<file path="src/rtl/uart_rx_fifo.sv">
// ============================================================================
//  Module   : uart_rx_fifo
//  Purpose  : Receive-side byte FIFO between the UART and the 6502 CPU bus.
//             Bytes strobed in by the UART are queued in a circular buffer.
//             The CPU pops them through a DATA register and observes or
//             controls the FIFO through a STATUS/CTRL register. A level IRQ
//             is raised while data is pending or an overflow is latched.
//  Ports    : clk             - single clock, rising edge
//             rst_n           - asynchronous active-low reset
//             uart_byte       - received byte
//             uart_byte_ready - one-cycle strobe qualifying uart_byte
//             cs              - CPU bus select
//             addr            - 0 = DATA, 1 = STATUS/CTRL
//             we              - CPU write enable (read is cs & ~we)
//             wdata           - CPU write data
//             rdata           - registered read data (one-cycle latency)
//             irq             - registered level interrupt request
//  Register : STATUS read = {ovf, full, empty, count[4:0] (saturating at 31)}
//             CTRL write  : bit0 irq_en, bit1 flush, bit7 clear ovf
//  Revision : 1.0 - initial release
// ============================================================================
`default_nettype none

module uart_rx_fifo #(
    parameter int DEPTH = 16,
    parameter int CW    = $clog2(DEPTH) + 1
) (
    input  logic       clk,
    input  logic       rst_n,
    input  logic [7:0] uart_byte,
    input  logic       uart_byte_ready,
    input  logic       cs,
    input  logic       addr,
    input  logic       we,
    input  logic [7:0] wdata,
    output logic [7:0] rdata,
    output logic       irq
);

    localparam int            AW         = $clog2(DEPTH);
    localparam logic [CW-1:0] FULL_COUNT = CW'(DEPTH);

    // Storage is deliberately left out of reset.
    logic [7:0]    mem [DEPTH];

    logic [AW-1:0] wr_ptr;
    logic [AW-1:0] rd_ptr;
    logic [CW-1:0] count;
    logic          ovf;
    logic          irq_en;

    logic          bus_rd;
    logic          data_rd;
    logic          status_rd;
    logic          ctrl_wr;
    logic          flush;
    logic          full;
    logic          empty;
    logic          pop;
    logic          push;
    logic          ovf_set;
    logic          ovf_clr;
    logic [4:0]    count_field;
    logic [7:0]    status_byte;
    logic          unused_wdata;

    assign bus_rd    = cs & ~we;
    assign data_rd   = bus_rd & ~addr;
    assign status_rd = bus_rd & addr;
    assign ctrl_wr   = cs & we & addr;
    assign flush     = ctrl_wr & wdata[1];
    assign ovf_clr   = ctrl_wr & wdata[7];

    assign full  = (count == FULL_COUNT);
    assign empty = (count == '0);

    // Every read bus cycle on DATA is a pop attempt; it only takes effect
    // when something is queued.
    assign pop = data_rd & ~empty;

    // A same-cycle pop frees a slot, so a push into a full FIFO still
    // lands. Flush discards any coincident push without flagging overflow.
    assign push    = uart_byte_ready & (~full | pop) & ~flush;
    assign ovf_set = uart_byte_ready & full & ~pop & ~flush;

    generate
        if (CW > 5) begin : g_count_sat
            assign count_field = (count > CW'(31)) ? 5'd31 : count[4:0];
        end else begin : g_count_ext
            assign count_field = 5'(count);
        end
    endgenerate

    assign status_byte = {ovf, full, empty, count_field};

    // Bits 6..2 of a CTRL write carry no function.
    assign unused_wdata = ^wdata[6:2];

    always_ff @(posedge clk) begin
        if (push) begin
            mem[wr_ptr] <= uart_byte;
        end
    end

    always_ff @(posedge clk or negedge rst_n) begin
        if (!rst_n) begin
            wr_ptr <= '0;
            rd_ptr <= '0;
            count  <= '0;
            ovf    <= 1'b0;
            irq_en <= 1'b1;
            rdata  <= 8'h00;
            irq    <= 1'b0;
        end else begin
            if (flush) begin
                wr_ptr <= '0;
                rd_ptr <= '0;
                count  <= '0;
            end else begin
                if (push) begin
                    wr_ptr <= wr_ptr + 1'b1;
                end
                if (pop) begin
                    rd_ptr <= rd_ptr + 1'b1;
                end
                if (push && !pop) begin
                    count <= count + 1'b1;
                end else if (pop && !push) begin
                    count <= count - 1'b1;
                end
            end

            // Set has priority over a same-cycle clear.
            if (ovf_set) begin
                ovf <= 1'b1;
            end else if (ovf_clr) begin
                ovf <= 1'b0;
            end

            if (ctrl_wr) begin
                irq_en <= wdata[0];
            end

            // Built from the current (already-updated) state, so irq trails
            // any state change by one cycle.
            irq <= irq_en & (~empty | ovf);

            if (data_rd) begin
                rdata <= pop ? mem[rd_ptr] : 8'h00;
            end else if (status_rd) begin
                rdata <= status_byte;
            end
        end
    end

endmodule

`default_nettype wire
</file>
<file path="config.mk">
export PLATFORM = sky130hd
export DESIGN_NAME = uart_rx_fifo
export DESIGN_NICKNAME = d
export VERILOG_FILES = /design/src/rtl/uart_rx_fifo.sv
export SDC_FILE = /design/constraint.sdc
export NUM_CORES = 1
export LEC_CHECK = 0
export BUFFER_PORTS_ARGS = -buffer_cell sky130_fd_sc_hd__clkbuf_2
export CAP_MARGIN = 10
export CORE_MARGIN = 2
export CORE_UTILIZATION = 35
export CTS_CLUSTER_DIAMETER = 100
export DETAILED_ROUTE_END_ITERATION = 7
export PLACE_DENSITY = 0.49
export SLEW_MARGIN = 20
export SYNTH_ARGS = -nofsm -noshare
export SYNTH_HDL_FRONTEND = slang
export SYNTH_SLANG_ARGS = --single-unit
</file>
<file path="constraint.sdc">
create_clock -name clk -period 6.9 [get_ports clk]
set_input_delay 0.345 -clock clk [delete_from_list [all_inputs] [get_ports clk]]
set_output_delay 0.345 -clock clk [all_outputs]
set_load 0.02 [all_outputs]
</file>
==> impl_metrics.tcl <==
set metrics [dict create \
    drive_above_1_share 0.2399 \
    synthCells 376 \
    power.static_leakage_uw 0.002506 \
    antenna_cells 0 \
    synthArstFlopShare 0.1579 \
    syn_nets 408 \
    synth_edf_count 128 \
    ys_seq_area_frac 0.7011 \
    path_buf_inv 0 \
    yosysMostFrequentCell "edfxtp_1" \
    whs_path_depth 2 \
    cts_tree "done" \
    reg2reg_slack_ns 3.56 \
    hold_class "primary input to flop" \
    start_util 0.3554 \
    crit_top_cell "a21oi_1" \
    yosysTopAreaCellShare 0.6062 \
    rows 49 \
    r2r-start "count[0]$_DFFE_PN0P_" \
    holdPathEnd "irq_en$_DFFE_PN1N_" \
    grt_antenna_before_repair 0 \
    slowest_delay_ns 0.55 \
    die_y_um 138.6 \
    clock_path_buffers 2 \
    rsz0062_at_grt "false" \
    synth-seq-cells 152 \
    die_area_mm2 0.01921 \
    ys_top_cells_by_count "edfxtp_1 (128), mux4_2 (31), nor2_1 (27), dfrtp_1 (23), a22oi_1 (17)" \
    min_period_over_period 0.4835 \
    max-cap-violations 0 \
    drt_iter0_drc 179 \
    min_period_ns 3.336 \
    cts_sinks 152 \
    dp_hpwl_um 8356 \
    finalSetupTns_ns 0 \
    worst_setup_path_start_kind "flop" \
    drv_slew 0 \
    cts.htree.levels 4 \
    finish.utilization 0.4095 \
    cpMaxStageDelayCell "nor4_4" \
    synth_ff_type "edfxtp_1" \
    path_cells "nor4_4 -> nor2_1 -> a21oi_1 -> nand3_1 -> fa_1 -> a21o_1 -> a21oi_1 -> mux2_2 -> mux2i_1 -> a21oi_1" \
    reg2regPathDepth 10 \
    synth.area.top_cells "edfxtp_1 (61%), mux4_2 (11%), dfrtp_1 (9.1%)" \
    grt_usage 0.1481 \
    r2r_end "count[4]$_DFFE_PN0P_" \
    core_mm2 0.01784 \
    grt_pass1_wl_um 20710 \
    path_delay_family "simple AND/OR/NAND/NOR gates" \
    ioPinCount 31 \
    skew_ns 0.007545 \
    grt_max_degree 38 \
    via_count 3311 \
    postCtsSetupBuffers 0 \
    worstPathRequired_ns 7.21 \
    wirelength_um 13240 \
    drc_errors 0 \
    grt_pass1_vias 3374 \
    peakVddDrop_uv 213.1 \
    status "finished, final reports clean" \
    ys_warn_count 0 \
    cts_made_buffers 17 \
    antenna_left 0 \
    arrival_ns 3.65 \
    tightest_slew_ns 1.076 \
    drt-pass1-iter-count 4 \
    final_nets 441 \
    synth_area_mm2 0.006341 \
    min_from "wdata[0]" \
    die_w_um 138.6 \
    endpoint_kind "flop" \
    io_buffers 25 \
    finalHoldViolCount 0 \
    synth_area_leader_cell "edfxtp_1" \
    syn-mean-instance-area_um2 16.86 \
    vias_per_cell 5.094 \
    area_delta_synth_final_pct 15.21 \
    gp_congestion 0.7500 \
    cp_max_fo 10 \
    setup_viol 0 \
    clockRootBuffer "clkbuf_16" \
    relSlewSlack 0.2815 \
    grt_overflow 0 \
    clock_latency_ns 0.43 \
    max_freq_mhz 299.7 \
    path_clk_slew_ns 0.06 \
    critPathKind "flop to flop" \
    cts_resized 0 \
    cellPowerDensity_mw_per_mm2 398.1 \
    wire_per_inst_um 20.36 \
    ys_types 43 \
]
==> what timing repair did <==
| item | CTS | global route |
|---|---|---|
| endpoints found under the setup margin | 0 | 0 |
| hold buffers | 1 | 0 |
| endpoints found under the hold margin | 23 | 0 |
==> cell type report <==
cell class | instances | area, um^2
clock inverter | 13 | 145.1
multi-input combinational | 193 | 1765
clock buffer | 18 | 429.2
inverter | 12 | 45.04
timing repair buffer | 33 | 187.7
fill | 1613 | 10540
tap | 229 | 286.5
sequential | 152 | 4447
==> flip-flops by register name (all words and copies together) (netlist names) <==
name,cells
mem,128
rdata,8
count,5
rd_ptr,4
wr_ptr,4
irq,1
irq_en,1
ovf,1
==> per-stage QoR <==
stage | hold WS, ns | total power (uW) | setup WS (ns) | cell area, um^2 | std cells
3_5_place_dp | 0.4034 | 2031 | 3.562 | 6721 | 618
6_report | 0.1600 | 2909 | 3.564 | 7306 | 650
3_3_place_gp | 0.3904 | 2019 | 3.626 | 6721 | 618
5_1_grt | 0.1437 | 3068 | 3.327 | 7306 | 650
4_1_cts | 0.1466 | 2949 | 3.563 | 7306 | 650
2_1_floorplan | 0.04941 | 1793 | 3.908 | 6341 | 376
==> layout by cell type, fill, tap and decap left out, types with 2 or more instances in the layout <==
master,netlist,layout
edfxtp_1,128,128
mux4_2,31,31
nor2_1,27,27
clkbuf_2,0,25
dfrtp_1,23,22
a22oi_1,17,17
clkbuf_16,0,17
nand2_1,16,16
a21oi_1,15,15
inv_1,12,12
and2_1,11,11
nand3_1,9,9
ha_1,9,9
o21ai_0,7,7
buf_4,2,7
nor3_1,6,6
nor2b_1,6,6
mux2i_1,4,4
xnor2_1,4,4
inv_6,0,4
xor2_1,3,3
mux2_1,3,3
mux2_2,3,3
nand4_1,2,2
nor4_1,2,2
a31oi_1,2,2
clkinv_2,0,2
clkinv_4,0,2
bufinv_16,0,2
==> power breakdown <==
part           leakage (uW)  switching (uW)  internal [uW]
clock              0.000281             379            535
combinational      0.000782             435            351
sequential          0.00144            90.1           1120
==> worst max path at each step <==
| stage | end | slack (ns) | startpoint | cells past startpoint |
|---|---|---|---|---|
| finish | count[4]$_DFFE_PN0P_ | 3.56 | count[0]$_DFFE_PN0P_ | 10 |
| floorplan | count[4]$_DFFE_PN0P_ | 3.91 | count[0]$_DFFE_PN0P_ | 10 |
| global placement | count[4]$_DFFE_PN0P_ | 3.63 | count[0]$_DFFE_PN0P_ | 10 |
| global route | count[4]$_DFFE_PN0P_ | 3.33 | count[0]$_DFFE_PN0P_ | 10 |
| detailed placement | count[4]$_DFFE_PN0P_ | 3.56 | count[0]$_DFFE_PN0P_ | 10 |
| CTS | count[4]$_DFFE_PN0P_ | 3.56 | count[0]$_DFFE_PN0P_ | 10 |
==> logic make-up after synthesis <==
family,share of synthesized area
AOI/OAI and AO/OA,0.04854
xor gates and xnor gates,0.009669
adders and majority gates,0.02092
buffers and inverters,0.02052
DFF,0.7011
muxes,0.1271
and+or+nand+nor,0.07222
==> metal layers <==
layer | global-route usage | wire length, um | vias up
li1 | - | - | 1529
met1 | 0.1982 | 6102 | 1723
met2 | 0.2358 | 6562 | 47
met3 | 0.04040 | 397 | 12
met4 | 0.04995 | 174 | 0
met5 | 0 | 0 | -
Power figures use the tool's default switching activity.
